--- config.mk ---
export PLATFORM = sky130hd
export DESIGN_NAME = split_bus_arbiter
export DESIGN_NICKNAME = d
export VERILOG_FILES = /design/src/rtl/serial_bus_pkg.sv /design/src/rtl/rr_picker.sv /design/src/rtl/split_bus_arbiter.sv
export SDC_FILE = /design/constraint.sdc
export NUM_CORES = 1
export LEC_CHECK = 0
export ABC_AREA = 1
export BUFFER_PORTS_ARGS = -buffer_cell sky130_fd_sc_hd__buf_2
export CAP_MARGIN = 20
export CORE_AREA = 2 2 39 41
export CTS_BUF_LIST = sky130_fd_sc_hd__clkbuf_8
export CTS_CLUSTER_DIAMETER = 200
export DETAILED_ROUTE_END_ITERATION = 8
export DIE_AREA = 0 0 41 43
export PLACE_DENSITY = 0.66
export SLEW_MARGIN = 25
export SYNTH_ARGS = -nofsm -noshare
export SYNTH_HDL_FRONTEND = slang
export SYNTH_HIERARCHICAL = 1
export SYNTH_SLANG_ARGS = --single-unit
--- constraint.sdc ---
create_clock -name clk -period 1.5 [get_ports clk]
set_input_delay 0.15 -clock clk [delete_from_list [all_inputs] [get_ports clk]]
set_output_delay 0.15 -clock clk [all_outputs]
set_load 0.005 [all_outputs]
--- src/rtl/serial_bus_pkg.sv ---
// rtl/serial_bus_pkg.sv - shared types and limits for the serial bus arbiter
package serial_bus_pkg;

    typedef enum logic [1:0] {
        IDLE      = 2'd0,
        INIT_GNT  = 2'd1,
        SPLIT_GNT = 2'd2
    } arb_state_t;

    localparam int MAX_INIT = 8;

endpackage

--- src/rtl/rr_picker.sv ---
// rtl/rr_picker.sv - combinational round-robin select over masked requests
module rr_picker #(
    parameter int N = 2,
    parameter int W = $clog2(N)
) (
    input  logic [N-1:0] req,
    input  logic [N-1:0] mask,
    input  logic [W-1:0] ptr,
    output logic [N-1:0] onehot,
    output logic [W-1:0] idx,
    output logic         any
);

    logic [N-1:0] eligible;
    int           cand;

    assign eligible = req & ~mask;

    // Scan starting at ptr and wrapping; the first eligible requester wins.
    always_comb begin
        onehot = '0;
        idx    = '0;
        any    = 1'b0;
        cand   = 0;
        for (int i = 0; i < N; i++) begin
            cand = int'(ptr) + i;
            if (cand >= N) begin
                cand = cand - N;
            end
            if (!any && eligible[cand]) begin
                any          = 1'b1;
                onehot[cand] = 1'b1;
                idx          = W'(cand);
            end
        end
    end

endmodule

--- src/rtl/split_bus_arbiter.sv ---
// rtl/split_bus_arbiter.sv - round-robin bus arbiter with split-transaction parking
module split_bus_arbiter #(
    parameter int NUM_INIT      = 2,
    parameter int GRANT_TIMEOUT = 0
) (
    input  logic                        clk,
    input  logic                        rst,
    input  logic [NUM_INIT-1:0]         init_req,
    input  logic [NUM_INIT-1:0]         init_done,
    output logic [NUM_INIT-1:0]         init_grant,
    input  logic                        split_ack,
    input  logic                        split_req,
    input  logic                        split_done,
    output logic                        split_grant,
    output logic                        split_pending,
    output logic [$clog2(NUM_INIT)-1:0] split_owner,
    output logic                        bus_busy,
    output logic                        timeout_evt
);
    import serial_bus_pkg::*;

    localparam int IW = $clog2(NUM_INIT);
    localparam logic [15:0] TO_LAST = 16'((GRANT_TIMEOUT > 0) ? GRANT_TIMEOUT - 1 : 0);

    arb_state_t          state, state_nxt;
    logic [IW-1:0]       rr_ptr, ptr_nxt;
    logic [IW-1:0]       cur_idx, cur_nxt;
    logic [15:0]         hold_cnt, cnt_nxt;
    logic [NUM_INIT-1:0] grant_nxt;
    logic                split_grant_nxt, pend_nxt, timeout_nxt;
    logic [IW-1:0]       owner_nxt;
    logic [IW-1:0]       ptr_after;
    logic [NUM_INIT-1:0] park_mask;
    logic [NUM_INIT-1:0] pick_onehot;
    logic [IW-1:0]       pick_idx;
    logic                pick_any;
    logic                release_init;

    // The parked initiator may not win again until its split return completes.
    assign park_mask = split_pending ? (NUM_INIT'(1) << split_owner) : '0;
    assign ptr_after = (cur_idx == IW'(NUM_INIT - 1)) ? '0 : cur_idx + IW'(1);
    assign bus_busy  = (|init_grant) | split_grant;

    rr_picker #(.N(NUM_INIT), .W(IW)) u_pick (
        .req    (init_req),
        .mask   (park_mask),
        .ptr    (rr_ptr),
        .onehot (pick_onehot),
        .idx    (pick_idx),
        .any    (pick_any)
    );

    always_ff @(posedge clk or posedge rst) begin
        if (rst) begin
            state         <= IDLE;
            init_grant    <= '0;
            split_grant   <= 1'b0;
            split_pending <= 1'b0;
            split_owner   <= '0;
            timeout_evt   <= 1'b0;
            rr_ptr        <= '0;
            cur_idx       <= '0;
            hold_cnt      <= '0;
        end else begin
            state         <= state_nxt;
            init_grant    <= grant_nxt;
            split_grant   <= split_grant_nxt;
            split_pending <= pend_nxt;
            split_owner   <= owner_nxt;
            timeout_evt   <= timeout_nxt;
            rr_ptr        <= ptr_nxt;
            cur_idx       <= cur_nxt;
            hold_cnt      <= cnt_nxt;
        end
    end

    always_comb begin
        state_nxt       = state;
        grant_nxt       = init_grant;
        split_grant_nxt = split_grant;
        pend_nxt        = split_pending;
        owner_nxt       = split_owner;
        timeout_nxt     = 1'b0;
        ptr_nxt         = rr_ptr;
        cur_nxt         = cur_idx;
        cnt_nxt         = hold_cnt;
        release_init    = 1'b0;
        case (state)
            IDLE: begin
                if (split_req && split_pending) begin
                    state_nxt       = SPLIT_GNT;
                    split_grant_nxt = 1'b1;
                end else if (pick_any) begin
                    state_nxt = INIT_GNT;
                    grant_nxt = pick_onehot;
                    cur_nxt   = pick_idx;
                    cnt_nxt   = '0;
                end
            end
            INIT_GNT: begin
                // Only one split may be outstanding; a second split_ack is dropped.
                if (split_ack && !split_pending) begin
                    pend_nxt     = 1'b1;
                    owner_nxt    = cur_idx;
                    release_init = 1'b1;
                end else if (init_done[cur_idx]) begin
                    release_init = 1'b1;
                end else if ((GRANT_TIMEOUT > 0) && (hold_cnt == TO_LAST)) begin
                    timeout_nxt  = 1'b1;
                    release_init = 1'b1;
                end else begin
                    cnt_nxt = hold_cnt + 16'd1;
                end
                if (release_init) begin
                    state_nxt = IDLE;
                    grant_nxt = '0;
                    ptr_nxt   = ptr_after;
                end
            end
            SPLIT_GNT: begin
                if (split_done) begin
                    state_nxt       = IDLE;
                    split_grant_nxt = 1'b0;
                    pend_nxt        = 1'b0;
                end
            end
            default: begin
                state_nxt       = IDLE;
                grant_nxt       = '0;
                split_grant_nxt = 1'b0;
            end
        endcase
    end

    a_single_grant: assert property (@(posedge clk) disable iff (rst)
        $onehot0({init_grant, split_grant}));

endmodule

======== After elaboration in Yosys (flattened, before gate mapping) ========
Cells that the tools add are included.
word-level totals
  register bits ........................... 9
  input port bits ......................... 9
  output and inout port bits .............. 7
  word-level logic and storage cells ...... 90
cells by class
  add/sub/neg operators ................... 4
  magnitude comparators ................... 7
  equality and inequality tests ........... 9
  shift-type cells ........................ 1
  muxes and demuxes ....................... 38
  bitwise gates (word level) .............. 7
  reduce and logical (&&, ||, !) cells .... 17
operator list
  cell                                                                                  count
  32-bit by 1-bit greater-or-equal comparator with 1-bit output, second input constant  2
  32-bit by 3-bit < comparator with 1-bit output, second input constant                 2
  32-bit 2-to-1 mux                                                                     2
  32-bit by 3-bit greater-or-equal comparator with 1-bit output, second input constant  1
  32-bit by 3-bit subtractor with 32-bit output, second input constant                  1
  1-bit 2-to-1 mux                                                                      21
  2-bit 2-to-1 mux                                                                      9
  2-bit inequality test, second input constant                                          6
  2-bit case mux with 3 select lines                                                    2
  3-bit AND reduction                                                                   4
  1-bit logical AND                                                                     5
  2-bit AND reduction                                                                   2
  4-bit AND reduction                                                                   1
  3-bit inequality test, second input constant                                          1
  1-bit NOT                                                                             3
  1-bit case mux with 3 select lines                                                    1
  1-bit by 2-bit subtractor with 3-bit output, second input constant                    1
  1-bit by 1-bit adder with 2-bit output, second input constant                         1
  2-bit bitwise AND                                                                     1
  1-bit demux with 1-bit select                                                         2
  2-bit by 1-bit equality test with 1-bit output, second input constant                 1
  2-bit equality test, second input constant                                            1
  1-bit by 2-bit greater-or-equal comparator with 1-bit output, second input constant   1
  1-bit logical NOT                                                                     2
  other kinds (10)                                                                      10

======== Longest topological paths before layout ========
  word-level depth ........................ 14
  mapped depth ............................ 10
  gate-level depth less buffers ........... 10

======== Hierarchy ========
The synthesis kept the hierarchy.
by module, submodules not included
  module             instances  cells an instance  area each (µm²)  seq. area each (µm²)
  split_bus_arbiter  1          63                 499.2            225.2
  rr_picker          1          14                 55.1             0.0

======== Worst setup path before layout ========
OpenSTA, ideal clock, no wires.
  kind .................................... reg-to-reg
  start ................................... reg split_pending
  end ..................................... reg init_grant[1]
  library setup time ...................... 117 ps
  arrival time ............................ 1,137 ps
  required time ........................... 1,383 ps
  setup slack ............................. 246 ps
  stages on the path, launching flop included .. 10
  buffers on the path ..................... 0
  period minus slack after synthesis ...... 1,254 ps
  cell sequence ........................... dfrtp_1 > inv_1 > nor2_1 > inv_1 > nand2_1 > o21ai_0 > a21oi_2 > nor2_4 > nand3_1 > nand2_1
on the way
  elaborated cells between the ends (all ways) .. 28
  classes of those cells .................. eq/ne: 3; mux: 16; bitwise: 3; reduce/logical: 6
RTL lines
  element                                              RTL line                 source
  from (decl)                                          split_bus_arbiter.sv:15  output logic split_pending,
  from (signal assigned)                               split_bus_arbiter.sv:68  split_pending <= pend_nxt;
  2-bit 2-to-1 mux (*)                                 split_bus_arbiter.sv:40  assign park_mask = split_pending ? (NUM_INIT'(1) << split_owner) : '0;
  net park_mask[0]                                     split_bus_arbiter.sv:33  logic [NUM_INIT-1:0] park_mask;
  2-bit NOT (*)                                        rr_picker.sv:17          assign eligible = req & ~mask;
  2-bit bitwise AND (*)                                rr_picker.sv:17
  1-bit 2-to-1 mux (not written as such) (3 in a row)  rr_picker.sv:30          if (!any && eligible[cand]) begin
  1-bit 2-to-1 mux                                     rr_picker.sv:30
  1-bit logical NOT                                    rr_picker.sv:30
  1-bit logical AND                                    rr_picker.sv:30
  1-bit 2-to-1 mux (*)                                 rr_picker.sv:30
  net pick_any                                         split_bus_arbiter.sv:36  logic pick_any;
  2-bit inequality test (no line) (*)                  n/a
  4-bit AND reduction (no line) (*)                    n/a
  to (signal assigned)                                 split_bus_arbiter.sv:66  init_grant <= grant_nxt;
  to (decl)                                            split_bus_arbiter.sv:10  output logic [NUM_INIT-1:0] init_grant,
The timed path passes the listed nets; every way through them passes the cells marked *. The select of a mux whose other input is x is not followed.
A chain may end at the register's enable or synchronous reset.

======== Worst setup path in the final report ========
  start ................................... reg split_owner
  end ..................................... reg init_grant[1]
on the way
  elaborated cells between the ends (all ways) .. 22
  classes of those cells .................. eq/ne: 1; shift: 1; mux: 14; bitwise: 3; reduce/logical: 3
RTL lines
  element                                              RTL line                 source
  from (decl)                                          split_bus_arbiter.sv:16  output logic [$clog2(NUM_INIT)-1:0] split_owner,
  from (signal assigned)                               split_bus_arbiter.sv:69  split_owner <= owner_nxt;
  1-bit by 1-bit left shift with 2-bit output (*)      split_bus_arbiter.sv:40
  2-bit 2-to-1 mux (*)                                 split_bus_arbiter.sv:40
  net park_mask[1]                                     split_bus_arbiter.sv:33
  2-bit NOT (*)                                        rr_picker.sv:17
  2-bit bitwise AND (*)                                rr_picker.sv:17
  1-bit 2-to-1 mux (not written as such) (3 in a row)  rr_picker.sv:30
  1-bit 2-to-1 mux                                     rr_picker.sv:30
  1-bit logical NOT                                    rr_picker.sv:30
  1-bit logical AND                                    rr_picker.sv:30
  1-bit 2-to-1 mux (*)                                 rr_picker.sv:30
  net pick_any                                         split_bus_arbiter.sv:36
  2-bit inequality test (no line) (*)                  n/a
  4-bit AND reduction (no line) (*)                    n/a
Marks and branches as above.

==> reports/results.tsv <==
metric	value	unit
placed wire-length estimate	858	um
placeable core region	0.00138	mm^2
max-capacitance violation count	0	
final antenna-violating net count	0	
shortest period the worst path allows	1.37	ns
flop-to-flop setup slack	0.13	ns
Net Count, Synth	86	
cell area after synthesis	554	um^2
Die ar.	0.00176	mm^2
top cell types by occurrence after synthesis	sky130_fd_sc_hd__nand2_1, sky130_fd_sc_hd__inv_1, sky130_fd_sc_hd__dfrtp_1, sky130_fd_sc_hd__nand3_1, sky130_fd_sc_hd__nor2_1	
count of synthesis-stage warnings from yosys	6	
Worst IR Drop VDD	0.00106	V
Vias	515	
Peak Freq	730	MHz
leak pwr	0.000407	uW
global-route usage over all layers	17.1	%
cell with the largest stage delay on the worst path	sky130_fd_sc_hd__dfrtp_1	
wire length of the first global-routing pass	1910	um
crit share post-route	91.3	%
count of pins on the block boundary	16	
fraction of synthesis flops using an asynchronous set or reset pin	100	%
register bit count reported by yosys	9	
routability congestion estimate from global placement	0.817	
CTS tree	done	
number of nets at the end of the flow	105	
Residual DRC	0	
CP Max Fanout	4	
ratio of cells with drive above 1 in the final layout	28.4	%
maximum number of pins on one net before global-route repair	10	
fin. max-slew vios	0	
Post-Synthesis Cells	77	
post-layout power	1420	uW
area delta synth->final	25.3	%
Setup violations, final	0	
number of clock buffers inserted by TritonCTS	3	
average wire per cell in the routed design	9.86	um
CTS root buffer	sky130_fd_sc_hd__clkbuf_8	
CTS max path bufs	2	
required time reported for the critical path endpoint	1.63	ns
detailed-route wire length	1090	um
category of the worst setup path launch point	flop	
category of the most critical setup path	reg -> reg	
critical path arrival	1.50	ns
top flip-flop cell by instance count after synthesis	sky130_fd_sc_hd__dfrtp_1	
worst clock skew	0.00768	ns
top cell type's share of synthesized area	40.6	%
RSZ-0062 raised after global routing	no	
crit end category	flop	
mean post-synth cell area	7.20	um^2
library cell with the largest summed area after synthesis	sky130_fd_sc_hd__dfrtp_1	
standard-cell row count	14	
most common cell in the netlist	sky130_fd_sc_hd__nand2_1	
EDFF count, synth	0	
clock edge transition at the registers on the reported setup and hold paths	0.05	ns
cells along the critical path	nand2_1 > inv_1 > o21ai_0 > a21oi_2 > nor2_4 > nand2_2 > nand2_1 > nand2_1	
Detailed Routing Iterations Pass 1	4	
cells taking the most area after synthesis	sky130_fd_sc_hd__dfrtp_1, sky130_fd_sc_hd__nand2_1, sky130_fd_sc_hd__inv_1	
Sequential cell area	225	um^2
number of diodes	0	
Setup TNS	0	ns
unique cell type count in the Yosys netlist	18	
power density cells	2040	mW/mm^2
CTS HTree Levels	1	
peak per-stage delay on the critical path	0.41	ns
number of I/O port buffers	14	
die boundary height	43	um
multi-input logic area	268	um^2
final hold violations	0	
width of the die	41	um
final-layout fill cell count	130	
number of violations reported at the end of detailed-routing iteration 0	13	
Worst path most repeated cell	sky130_fd_sc_hd__nand2_1	
remaining global-route overflow	0	
Starting Density	40.1	%
initial antenna violation count	0	
outcome	completed	
clock net sink count	9	
Seq/Total Area, Yosys	40.6	%
post-DR vias/cell	4.64	
Worst Hold Class	in -> reg	
via count of the first global-routing pass	479	
clock insertion delay at the later pin of the skew report	0.24	ns
-- registers in the layout (all words and copies together) (netlist names) --
register	cells
cur_idx	1
state	2
split_pending	1
split_grant	1
rr_ptr	1
init_grant	2
split_owner	1
-- worst max-delay path: cells and delay by family, from the launching register on --
kind                   cells  cell delay, ns
AO/OA/AOI/OAI              2            0.44
flip-flops                 1            0.41
AND/OR/NAND/NOR            5            0.35
buffers and inverters      1            0.05
-- final timing paths --
kind                                      startpoint                        end  depth (start not counted)
min in group asynchronous                        rst  init_grant[1]$_DFFE_PP0P_                          3
setup reg to reg             split_owner$_DFFE_PP0P_  init_grant[1]$_DFFE_PP0P_                          8
hold / removal                             split_ack  split_pending$_DFFE_PP0P_                          3
max in group asynchronous                        rst        cur_idx$_DFFE_PP0P_                          3
hold reg to reg            init_grant[1]$_DFFE_PP0P_  init_grant[1]$_DFFE_PP0P_                          2
setup / recovery             split_owner$_DFFE_PP0P_  init_grant[1]$_DFFE_PP0P_                          8
-- final cells by class --
cell class	instances	share of cell area, %
tap	16	2.88
sequential	9	32.4
clock buffer	3	5.95
timing repair buffer	15	11.5
inverter	15	8.11
clock inverter	1	0.541
multi-input combinational	52	38.6
-- cell families (layout without fill, tap and decap cells) --
| group | Yosys count | after routing | synth area share (%) |
|---|---|---|---|
| AOI/OAI and AO/OA | 7 | 7 | 7.00 |
| buffers and inverters | 16 | 34 | 11.5 |
| DFF | 9 | 9 | 40.6 |
| other | 1 | 1 | 0.677 |
| and+or+nand+nor | 44 | 44 | 40.2 |
-- what timing repair did --
item | CTS | global route
gates resized for setup | 0 | 1
setup buffers | 0 | 0
endpoints found under the setup margin | 0 | 2
endpoints found under the hold margin | 9 | 0
hold buffers | 1 | 0
-- cell usage in the layout (no fill, tap or decap) --
cell / count
sky130_fd_sc_hd__dlygate4sd3_1: 1
sky130_fd_sc_hd__nor3_1: 1
sky130_fd_sc_hd__clkbuf_8: 3
sky130_fd_sc_hd__nand4_4: 1
sky130_fd_sc_hd__nand3_1: 7
sky130_fd_sc_hd__or3_1: 1
sky130_fd_sc_hd__nand2_2: 1
sky130_fd_sc_hd__buf_2: 14
sky130_fd_sc_hd__nand2_1: 22
sky130_fd_sc_hd__o21ai_0: 5
sky130_fd_sc_hd__a21oi_2: 1
sky130_fd_sc_hd__nor2_2: 2
sky130_fd_sc_hd__nor2_4: 2
sky130_fd_sc_hd__conb_1: 1
sky130_fd_sc_hd__nand2_4: 1
sky130_fd_sc_hd__a21oi_1: 1
sky130_fd_sc_hd__inv_2: 2
sky130_fd_sc_hd__inv_1: 14
sky130_fd_sc_hd__nor2_1: 6
sky130_fd_sc_hd__dfrtp_1: 9
-- through the flow --
| stage | setup WS [ns] | utilization, % | cell area [um^2] | hold slack, ns | cells |
|---|---|---|---|---|---|
| global route | 0.00567 | 50.2 | 694 | 0.272 | 111 |
| detailed placement | 0.109 | 46.0 | 637 | 0.127 | 106 |
| finish | 0.131 | 50.2 | 694 | 0.234 | 111 |
| global placement | 0.132 | 46.0 | 637 | 0.128 | 106 |
| floorplan | 0.246 | - | 554 | -0.0221 | 77 |
| CTS | 0.0980 | 50.0 | 692 | 0.227 | 111 |
-- power breakdown --
part | switching (uW) | total, uW | leakage, uW | internal (uW)
Sequential | 96.9 | 450 | 0.000113 | 353
Combinational | 422 | 689 | 0.000267 | 267
Clock | 101 | 280 | 0.0000269 | 179
-- metal layers --
| metal | global-route usage, % | part of all wire [%] |
|---|---|---|
| met5 | 0 | 0 |
| met4 | 8.00 | 1.7 |
| met3 | 9.42 | 11 |
| met2 | 23.4 | 45 |
| met1 | 21.1 | 42 |
Power figures use the tool's default switching activity.
